==> config.mk <==
export PLATFORM = sky130hd
export DESIGN_NAME = stream_mux_arb
export DESIGN_NICKNAME = d
export VERILOG_FILES = /design/src/rtl/mux_pkg.sv /design/src/rtl/rr_arbiter.sv /design/src/rtl/stream_mux_arb.sv
export SDC_FILE = /design/constraint.sdc
export NUM_CORES = 1
export LEC_CHECK = 0
export ABC_AREA = 1
export BUFFER_PORTS_ARGS = -buffer_cell sky130_fd_sc_hd__buf_2
export CORE_UTILIZATION = 31
export CTS_CLUSTER_SIZE = 12
export DETAILED_ROUTE_END_ITERATION = 10
export GPL_TIMING_DRIVEN = 0
export SYNTH_ARGS = -nofsm -noshare
export SYNTH_HDL_FRONTEND = slang
export SYNTH_HIERARCHICAL = 1
export SYNTH_SLANG_ARGS = --single-unit
==> constraint.sdc <==
create_clock -name clk_i -period 2.25 [get_ports clk_i]
set_input_delay 0.45 -clock clk_i [delete_from_list [all_inputs] [get_ports clk_i]]
set_output_delay 0.45 -clock clk_i [all_outputs]
set_load 0.05 [all_outputs]
==> src/rtl/mux_pkg.sv <==
// Shared types and helpers for the stream multiplexer and its arbiter.
package mux_pkg;

  typedef enum logic {ARB_RR, ARB_FIXED} arb_mode_e;

  typedef enum logic {ST_IDLE, ST_PKT} lock_state_e;

  // Select width that never collapses to zero bits.
  function automatic int clog2_min1(input int n);
    int r;
    r = 1;
    while ((1 << r) < n) r++;
    return r;
  endfunction

endpackage

==> src/rtl/rr_arbiter.sv <==
// Combinational arbiter: round-robin or fixed priority, with a lock that pins
// the grant to ptr for the duration of a packet.
module rr_arbiter
  import mux_pkg::*;
#(
  parameter int        CH_NUM    = 4,
  parameter arb_mode_e ARB_MODE  = ARB_RR,
  localparam int       SEL_WIDTH = clog2_min1(CH_NUM)
) (
  input  logic [CH_NUM-1:0]    req_i,
  input  logic                 lock_i,
  input  logic [SEL_WIDTH-1:0] ptr_i,
  output logic [CH_NUM-1:0]    gnt_o,
  output logic [SEL_WIDTH-1:0] gnt_idx_o
);

  logic [2*CH_NUM-1:0] dbl;
  logic [2*CH_NUM-1:0] rot;
  logic                found;
  int                  sel;

  always_comb begin
    found = 1'b0;
    sel   = 0;
    dbl   = {req_i, req_i};
    // Rotating the doubled vector puts channel ptr+1 at bit 0.
    rot   = dbl >> (int'(ptr_i) + 1);
    if (lock_i) begin
      found = 1'b1;
      sel   = int'(ptr_i);
    end else if (ARB_MODE == ARB_FIXED) begin
      for (int i = 0; i < CH_NUM; i++) begin
        if (!found && req_i[i]) begin
          found = 1'b1;
          sel   = i;
        end
      end
    end else begin
      for (int i = 0; i < CH_NUM; i++) begin
        if (!found && rot[i]) begin
          found = 1'b1;
          sel   = int'(ptr_i) + 1 + i;
          if (sel >= CH_NUM) sel = sel - CH_NUM;
        end
      end
    end
    gnt_o = '0;
    for (int k = 0; k < CH_NUM; k++) gnt_o[k] = found && (k == sel);
    gnt_idx_o = found ? SEL_WIDTH'(sel) : '0;
  end

endmodule

==> src/rtl/stream_mux_arb.sv <==
// N-to-1 valid/ready stream mux with internal arbitration, packet lock and a
// single registered output stage.
module stream_mux_arb
  import mux_pkg::*;
#(
  parameter int        CH_NUM    = 4,
  parameter int        DAT_WIDTH = 8,
  parameter arb_mode_e ARB_MODE  = ARB_RR,
  localparam int       SEL_WIDTH = clog2_min1(CH_NUM)
) (
  input  logic                             clk_i,
  input  logic                             rst_n_i,
  input  logic [CH_NUM-1:0]                vld_i,
  input  logic [CH_NUM-1:0][DAT_WIDTH-1:0] dat_i,
  input  logic [CH_NUM-1:0]                lst_i,
  output logic [CH_NUM-1:0]                rdy_o,
  output logic                             vld_o,
  output logic [DAT_WIDTH-1:0]             dat_o,
  output logic                             lst_o,
  output logic [SEL_WIDTH-1:0]             ch_o,
  input  logic                             rdy_i
);

  logic                 vld_q, vld_d;
  logic [DAT_WIDTH-1:0] dat_q, dat_d;
  logic                 lst_q, lst_d;
  logic [SEL_WIDTH-1:0] ch_q, ch_d;
  logic [SEL_WIDTH-1:0] ptr_q, ptr_d;
  lock_state_e          st_q, st_d;

  logic [CH_NUM-1:0]    gnt;
  logic [SEL_WIDTH-1:0] gnt_idx;
  logic                 free;
  logic                 acc;
  logic                 acc_lst;
  logic [DAT_WIDTH-1:0] dat_sel;

  rr_arbiter #(
    .CH_NUM   (CH_NUM),
    .ARB_MODE (ARB_MODE)
  ) u_arb (
    .req_i     (vld_i),
    .lock_i    (st_q == ST_PKT),
    .ptr_i     (ptr_q),
    .gnt_o     (gnt),
    .gnt_idx_o (gnt_idx)
  );

  assign free    = !vld_q || rdy_i;
  assign rdy_o   = gnt & {CH_NUM{free}};
  assign acc     = |(vld_i & rdy_o);
  assign acc_lst = |(vld_i & rdy_o & lst_i);

  // AND-OR select so only the accepted channel's data reaches the register.
  always_comb begin
    dat_sel = '0;
    for (int k = 0; k < CH_NUM; k++) begin
      if (vld_i[k] && rdy_o[k]) dat_sel = dat_sel | dat_i[k];
    end
  end

  always_comb begin
    vld_d = vld_q;
    dat_d = dat_q;
    lst_d = lst_q;
    ch_d  = ch_q;
    ptr_d = ptr_q;
    st_d  = st_q;
    if (free) begin
      vld_d = acc;
      if (acc) begin
        dat_d = dat_sel;
        lst_d = acc_lst;
        ch_d  = gnt_idx;
      end
    end
    if (acc) begin
      case (st_q)
        ST_IDLE: begin
          if (!acc_lst) begin
            st_d  = ST_PKT;
            ptr_d = gnt_idx;
          end else if (ARB_MODE == ARB_RR) begin
            ptr_d = gnt_idx;
          end
        end
        ST_PKT: begin
          if (acc_lst) st_d = ST_IDLE;
        end
        default: st_d = ST_IDLE;
      endcase
    end
  end

  always_ff @(posedge clk_i or negedge rst_n_i) begin
    if (!rst_n_i) begin
      vld_q <= 1'b0;
      dat_q <= '0;
      lst_q <= 1'b0;
      ch_q  <= '0;
      ptr_q <= SEL_WIDTH'(CH_NUM - 1);
      st_q  <= ST_IDLE;
    end else begin
      vld_q <= vld_d;
      dat_q <= dat_d;
      lst_q <= lst_d;
      ch_q  <= ch_d;
      ptr_q <= ptr_d;
      st_q  <= st_d;
    end
  end

  assign vld_o = vld_q;
  assign dat_o = dat_q;
  assign lst_o = lst_q;
  assign ch_o  = ch_q;

endmodule

**Yosys cells after proc, flatten, opt, wreduce, memory -nomap -nowiden**

Index checks and enable logic that the tools add are counted.

- Bits in registers: 15
- Input bits: 43
- Output and inout bits: 16
- Logic and storage cells: 73

- $add $sub $neg: 8
- Order comparisons: 4
- Equal/unequal tests: 3
- Shift-type cells: 1
- Multiplexer cells: 23
- Bitwise logic cells: 7
- Reductions and logical operators: 21

Operators with widths:

| cell | number |
|---|---|
| 32-bit two-way mux | 9 |
| 32-bit by 4-bit greater-or-equal comparator with 1-bit output (second input constant) | 4 |
| 32-bit by 4-bit subtractor with 32-bit output (second input constant) | 4 |
| 32-bit by 3-bit adder with 32-bit output (second input constant) | 2 |
| 3-bit by 32-bit equality test with 1-bit output (first input constant) | 2 |
| 32-bit by 2-bit adder with 32-bit output (second input constant) | 1 |
| 2-bit by 32-bit equality test with 1-bit output (first input constant) | 1 |
| 32-bit logical NOT | 1 |
| 8-bit two-way mux | 4 |
| 8-bit bitwise OR | 3 |
| 4-bit AND | 3 |
| 1-bit logical AND | 11 |
| 1-bit two-way mux | 9 |
| 4-bit OR reduction | 2 |
| 8-bit by 3-bit >> shifter with 4-bit output | 1 |
| 1-bit logical NOT | 4 |
| 2-bit AND reduction | 2 |
| 2-bit by 1-bit adder with 3-bit output (second input constant) | 1 |
| 2-bit two-way mux | 1 |
| 1-bit logical OR | 1 |
| 1-bit NOT | 1 |

**Longest topological paths before layout**

Gate-level depths: netlist of the first run.

- Word-level depth: 27
- Depth in mapped cells: 20
- Mapped depth without buffers: 19

**Hierarchy**

The synthesis of the first run kept the hierarchy.

Modules (own cells, without submodules):

| module | times used | cells an instance | area each (sq um) |
|---|---|---|---|
| stream_mux_arb | 1 | 141 | 912.1 |
| rr_arbiter | 1 | 106 | 583.1 |

**Least setup slack after synthesis of the first run**

No wires, ideal clock.

- Kind: reg2out
- Start point: register ptr_q[0]
- End point: output rdy_o[3]
- Arrival: 2,610 ps
- Required time: 1,800 ps
- Path slack: -810 ps
- Stages on the path, launching flop included: 17
- Path through: dfstp_2 > buf_6 > inv_8 > ha_1 > inv_1 > nor2_1 > nor2_1 > nand3_1 > nand2_1 > inv_1 > nand3_1 > nand2_1 > nand2_2 > nand2_1 > nor2_1 > inv_1 > nor2_1

- Cells in the longest elaborated chain, start to end: 19
- Elaborated cells between the ends (all ways): 39
- Classes of those cells: add/sub (8); order compare (4); eq/ne (1); shift (1); mux (17); bitwise (1); reduce/logical (7)

Ends and longest elaborated chain:

| item | RTL line | RTL |
|---|---|---|
| start: declaration | stream_mux_arb.sv:28 | `logic [SEL_WIDTH-1:0] ptr_q, ptr_d;` |
| start signal: assignment | stream_mux_arb.sv:101 | `ptr_q <= SEL_WIDTH'(CH_NUM - 1);` |
| start signal: assignment | stream_mux_arb.sv:108 | `ptr_q <= ptr_d;` |
| branches (longest 17 deep; another with 32-bit by 2-bit adder with 32-bit output) | n/a |  |
| 1-bit logical AND * | rr_arbiter.sv:48 | `for (int k = 0; k < CH_NUM; k++) gnt_o[k] = found && (k == sel);` |
| via gnt[3] | stream_mux_arb.sv:31 | `logic [CH_NUM-1:0] gnt;` |
| 4-bit AND * | stream_mux_arb.sv:50 | `assign rdy_o = gnt & {CH_NUM{free}};` |
| end: declaration | stream_mux_arb.sv:16 | `output logic [CH_NUM-1:0] rdy_o,` |

Mark *: on every way through the listed nets, which the timed path passes. The select of a mux whose other input is x is not followed.

**Worst setup path in the final report of the first run**

- Start point: register ptr_q[1]
- End point: output rdy_o[0]

- Cells in the longest elaborated chain, start to end: 19
- Elaborated cells between the ends (all ways): 39
- Classes of those cells: add/sub (8); order compare (4); shift (1); mux (17); bitwise (1); reduce/logical (8)

Ends and longest elaborated chain:

| item | RTL line |
|---|---|
| branches (longest 17 deep; another with 32-bit by 2-bit adder with 32-bit output) | n/a |
| 1-bit logical AND * | rr_arbiter.sv:48 |
| via gnt[0] | stream_mux_arb.sv:31 |
| 4-bit AND * | stream_mux_arb.sv:50 |

Marks and branches as above.

==> results of run 1 <==
[layout make-up]
cell class | instances | area [um2]
inverters | 25 | 116
repair buffers | 87 | 582
well taps | 52 | 65.1
flip-flops and latches | 15 | 378
fillers | 456 | 2090
multi-input cells | 205 | 1190
clock buffers | 4 | 45.0
plain buffers | 3 | 37.5
[routing by layer]
| layer | part of all wire, % | track usage (%) |
|---|---|---|
| met1 | 44 | 24.4 |
| met2 | 49 | 32.6 |
| met3 | 5.6 | 3.09 |
| met4 | 1.4 | 2.83 |
| met5 | 0 | 0 |
[critical path: stages, from the launching register on]
cell and delay [ns]:
dfstp_2 0.56, buf_6 0.12, inv_4 0.07, ha_4 0.31
inv_4 0.05, buf_4 0.13, buf_4 0.12, nand4_1 0.08
nand3_1 0.09, nand2_1 0.08, nand2_2 0.07, buf_6 0.13
nor2_4 0.11, inv_2 0.06, nor2_4 0.09, buf_8 0.15
[state kept, by name, summed over array words and instances (netlist names)]
| name | count |
|---|---|
| ch_o | 2 |
| dat_o | 8 |
| lst_o | 1 |
| ptr_q | 2 |
| st_q | 1 |
| vld_o | 1 |
[cell usage after synthesis (all sizes together)]
| master | n | area share (%) |
|---|---|---|
| nor2 | 32 | 9.0 |
| inv | 24 | 6.5 |
| ha | 3 | 2.5 |
| o211ai | 1 | 0.50 |
| clkinv | 1 | 0.25 |
| nand3 | 28 | 12 |
| o21ai | 4 | 1.6 |
| dfrtp | 13 | 22 |
| buf | 3 | 2.3 |
| dfstp | 2 | 3.5 |
| nand4 | 5 | 3.1 |
| nand2 | 131 | 37 |
[stage by stage]
| step | hold WS (ns) | std cells | utilization (%) | power, mW |
|---|---|---|---|---|
| 2_1_floorplan | 0.154 | 247 | - | 2.39 |
| 3_3_place_gp | 0.366 | 357 | 42.4 | 2.87 |
| 3_5_place_dp | 0.369 | 357 | 42.4 | 2.88 |
| 4_1_cts | 0.108 | 386 | 51.2 | 3.85 |
| 5_1_grt | 0.120 | 391 | 53.6 | 4.46 |
| 6_report | 0.0986 | 391 | 53.6 | 4.16 |
[worst max path at each step]
stage               startpoint       end  slack, ns  depth (start not counted)
global route          ptr_q[0]  rdy_o[0]      -0.75                         17
detailed placement    ptr_q[0]  rdy_o[3]      -0.56                         16
finish                ptr_q[1]  rdy_o[0]      -0.65                         15
global placement      ptr_q[1]  rdy_o[3]      -0.56                         17
floorplan             ptr_q[0]  rdy_o[3]      -0.29                         15
CTS                   ptr_q[0]  rdy_o[0]      -0.60                         17
[logic make-up (layout without fill, tap and decap cells)]
family	after synthesis	count (layout)	share of synthesized area, %
adder cells (fa/ha/maj)	3	3	2.51
AND/OR/NAND/NOR	196	197	61.1
AO/OA/AOI/OAI	5	5	2.09
buffers and inverters	28	119	9.04
flip-flops	15	15	25.3
[repair_timing]
item,CTS,global route
pin swaps,28,11
buffers inserted,23,6
setup endpoints to repair,19,19
hold buffers,0,0
cloned,2,0
gates resized for setup,48,21
[power breakdown]
group,internal [mW],total (mW),switching (mW)
sequential,0.417,0.512,0.0952
clock,0.125,0.211,0.0864
combinational,1.36,3.43,2.08
==> results.sh, run 1 <==
export IMPL_cp_arrival_ns=2.45
export IMPL_yosysWarnings=6
export IMPL_violations="setup timing"
export IMPL_fp_dieArea_mm2=0.00511
export IMPL_ys_seq_elements=15
export IMPL_grt_pass1_vias=1711
export IMPL_io_buffers=58
export IMPL_tightest_slew_ns=0.682
export IMPL_wl_per_cell_um=12.1
export IMPL_synthDistinctLibCells=21
export IMPL_post_route_cells_drive_above_1_share_pct=51.3
export IMPL_p_per_area_mw_per_mm2=1720
export IMPL_die_height_um=71.5
export IMPL_route_detailed_drc=0
export IMPL_hpwl_um=3170
export IMPL_critPathMaxFanout=9
export IMPL_design_core_area_mm2=0.00450
export IMPL_clock_skew_final_ns=0.00334
export IMPL_dpl_instance_area_mm2=0.00191
export IMPL_dpl_worst_slack_ns=-0.563
export IMPL_slew_headroom_pct=54.4
export IMPL_insertedDiodeCount=0
export IMPL_synth_fp_nets=293
export IMPL_crit_path_start_kind="flip-flop"
export IMPL_r2r_cells=21
export IMPL_seq_area_frac_synth_pct=25.3
export IMPL_area_growth_pct=61.3
export IMPL_nets=386
export IMPL_dr_total_vias=1855
export IMPL_grt_max_degree=16
export IMPL_drv_cap=0
export IMPL_hold_viol_final=0
export IMPL_antenna_found_initial=0
export IMPL_ant_nets=0
export IMPL_cts_tree="yes"
export IMPL_endpoint_kind="output port"
export IMPL_status="finished with violations"
export IMPL_gp_congestion=0.811
export IMPL_htree_levels=1
export IMPL_viasPerCell=4.74
export IMPL_overflow=0
export IMPL_cts_buffers=3
export IMPL_tns_ns=-8.50
export IMPL_ios=59
export IMPL_die_w_um=71.5
export IMPL_rr_startpoint="ptr_q[1]"
export IMPL_syn_cell_area_mm2=0.00150
export IMPL_irDropWorstVdd_v=0.00103
export IMPL_drt_iter0_drc=64
export IMPL_cts_buffer_depth=2
export IMPL_cts_sinks=15
export IMPL_r2r_slack_ns=-0.43
export IMPL_min_path_type="primary input to asynchronous set/reset pin"
export IMPL_max_freq_ghz=0.345
export IMPL_rsz0062_at_grt="true"
export IMPL_grt_usage_pct=18.5
export IMPL_cp_required_ns=1.80
export IMPL_wirelength_um=4730
export IMPL_fin_crit_ns=2.90
export IMPL_period_share_pct=129
export IMPL_clock_latency_ns=0.24
export IMPL_reg2reg_to="ptr_q[1]"
export IMPL_rows=24
export IMPL_cts_root_buf="clkbuf_8"
export IMPL_grt_pass1_wl_um=7640
export IMPL_stdcell_area_mm2=0.00241
export IMPL_layout_commonest_cell="nand2_1"
export IMPL_start_util_pct=33.2
export IMPL_drtPass1Iterations=4
export IMPL_synthCells=247
export IMPL_crit_type="flip-flop to output port"
export IMPL_setup_viol=19
export IMPL_final_max_slew_viol_count=0
export IMPL_clk_pin_slew_ns=0.06
export IMPL_p_leak_nw=1.34
export IMPL_fin_ws_ns=-0.646
export IMPL_syn_avg_cell_area_um2=6.05
export IMPL_mostFrequentLayoutCells="103 x nand2_1, 54 x buf_2, 22 x nand2_2"
Power figures use the tool's default switching activity.
==> inputs of run 2 (changes only) <==
--- a/config.mk
+++ b/config.mk
@@ -7,10 +7,11 @@
 export LEC_CHECK = 0
 export ABC_AREA = 1
 export BUFFER_PORTS_ARGS = -buffer_cell sky130_fd_sc_hd__buf_2
-export CORE_UTILIZATION = 31
+export CORE_UTILIZATION = 30
 export CTS_CLUSTER_SIZE = 12
 export DETAILED_ROUTE_END_ITERATION = 10
 export GPL_TIMING_DRIVEN = 0
+export RECOVER_POWER = 50
 export SYNTH_ARGS = -nofsm -noshare
 export SYNTH_HDL_FRONTEND = slang
 export SYNTH_HIERARCHICAL = 1
==> results.sh, run 2 (synthesized netlist as in run 1, its figures left out) <==
export IMPL_multiInputGateArea_mm2=0.00123
export IMPL_violations="setup timing"
export IMPL_cpMaxStageDelayCell="dfstp_2"
export IMPL_layout_commonest_cell="nand2_1"
export IMPL_period_share_pct=129
export IMPL_drt_iter0_drc=90
export IMPL_wirelength_um=4770
export IMPL_fin_crit_ns=2.91
export IMPL_irDropWorstVdd_v=0.000921
export IMPL_stdcell_area_mm2=0.00242
export IMPL_grt_pass1_vias=1708
export IMPL_slew_headroom_pct=49.0
export IMPL_fin_util_pct=50.8
export IMPL_cts_buffer_depth=2
export IMPL_mostFrequentLayoutCells="94 x nand2_1, 53 x buf_2, 28 x nand2_2"
export IMPL_clock_skew_final_ns=0.00212
export IMPL_max_freq_ghz=0.343
export IMPL_viasPerCell=4.65
export IMPL_die_height_um=72.6
export IMPL_wl_per_cell_um=11.9
export IMPL_p_per_area_mw_per_mm2=1650
export IMPL_post_route_cells_drive_above_1_share_pct=52.9
export IMPL_dpl_worst_slack_ns=-0.568
export IMPL_p_leak_nw=1.32
export IMPL_critPathMaxFanout=6
export IMPL_holdWs_ns=0.250
export IMPL_largest_reg_flops=8
export IMPL_min_path_type="primary input to asynchronous set/reset pin"
export IMPL_crit_type="flip-flop to output port"
export IMPL_seqCellArea_um2=378
export IMPL_die_w_um=72.6
export IMPL_grt_usage_pct=19.1
export IMPL_fin_ws_ns=-0.663
export IMPL_cts_sinks=15
export IMPL_htree_levels=1
export IMPL_crit_path_start_kind="flip-flop"
export IMPL_io_buffers=58
export IMPL_cts_tree="yes"
export IMPL_final_max_slew_viol_count=0
export IMPL_setup_viol=19
export IMPL_clock_latency_ns=0.25
export IMPL_cpPeakStageDelay_ns=0.55
export IMPL_clk_pin_slew_ns=0.06
export IMPL_fin_total_pwr_mw=3.98
export IMPL_overflow=0
export IMPL_route_detailed_drc=0
export IMPL_ios=59
export IMPL_insertedDiodeCount=0
export IMPL_design_core_area_mm2=0.00475
export IMPL_gp_congestion=0.848
export IMPL_dpl_instance_area_mm2=0.00193
export IMPL_endpoint_kind="output port"
export IMPL_tightest_slew_ns=0.766
export IMPL_start_util_pct=31.4
export IMPL_drtPass1Iterations=4
export IMPL_cp_top_family="simple AND/OR/NAND/NOR gates"
export IMPL_dr_total_vias=1859
export IMPL_nets=380
export IMPL_antenna_found_initial=0
export IMPL_n_fill_cell=475
export IMPL_ant_nets=0
export IMPL_cp_num_buf_inv=5
export IMPL_drv_cap=0
export IMPL_fp_dieArea_mm2=0.00527
export IMPL_rsz0062_at_grt="true"
export IMPL_rows=25
export IMPL_hpwl_um=3130
export IMPL_holdBufCountCts=0
export IMPL_area_growth_pct=61.6
export IMPL_cp_arrival_ns=2.46
export IMPL_worstPathCellList="buf_8 -> inv_12 -> ha_4 -> nor2_2 -> nor2_2 -> nand3_1 -> nand2_1 -> inv_1 -> nand3_1 -> nand2_1 -> nand2_2 -> nand2_2 -> nor2_4 -> inv_2 -> nor2_4 -> buf_8"
export IMPL_cp_required_ns=1.80
export IMPL_grt_pass1_wl_um=7890
export IMPL_status="finished with violations"
export IMPL_hold_viol_final=0
export IMPL_cts_root_buf="clkbuf_8"
export IMPL_cts_buffers=3
export IMPL_grt_max_degree=16
run 2: changes by cell type in the layout (fill, tap and decap cells not counted), sizes merged:
cell	previous run	this run
clkbuf	4	5
buf	90	83
run 2: layout make-up:
cell class	count	area share [%]
inverters	25	5.02
multi-input cells	205	50.9
repair buffers	81	21.5
clock buffers	4	1.86
flip-flops and latches	15	15.6
well taps	67	3.47
plain buffers	3	1.55
run 2: power breakdown:
part / total, mW / internal [mW] / switching [mW]
sequential: 0.517 / 0.417 / 0.0999
combinational: 3.25 / 1.20 / 2.06
clock: 0.214 / 0.125 / 0.0889
run 2: stage by stage:
stage          TNS, ns  cells
6_report         -8.32    400
5_1_grt         -11.19    400
4_1_cts          -6.88    399
3_5_place_dp     -7.22    372
3_3_place_gp     -7.17    372
2_1_floorplan    -2.20    247
run 2: what timing repair did:
item                                    CTS  global route
pin swaps                                24             4
gates resized for setup                  61            18
buffers inserted                         23             1
endpoints found under the setup margin   19            19
cloned                                    2             0
run 2: final timing paths:
path / endpoint / slack, ns / from / cells after the start
worst max-delay path: rdy_o[3] / -0.66 / ptr_q[0] / 16
worst min-delay path: dat_o[6] / 0.25 / rst_n_i / 1
worst max register to register: vld_o / -0.42 / ptr_q[0] / 18
min in group clk_i: ch_o[0] / 0.46 / ch_o[0] / 2
max in group asynchronous: dat_o[2] / 1.52 / rst_n_i / 1
worst min register to register: ch_o[0] / 0.46 / ch_o[0] / 2
run 2: routing by layer:
metal	GRT usage [%]	wire, um
met3	3.87	221
met1	25.4	2180
met4	5.23	55
met2	31.7	2310
met5	0	0
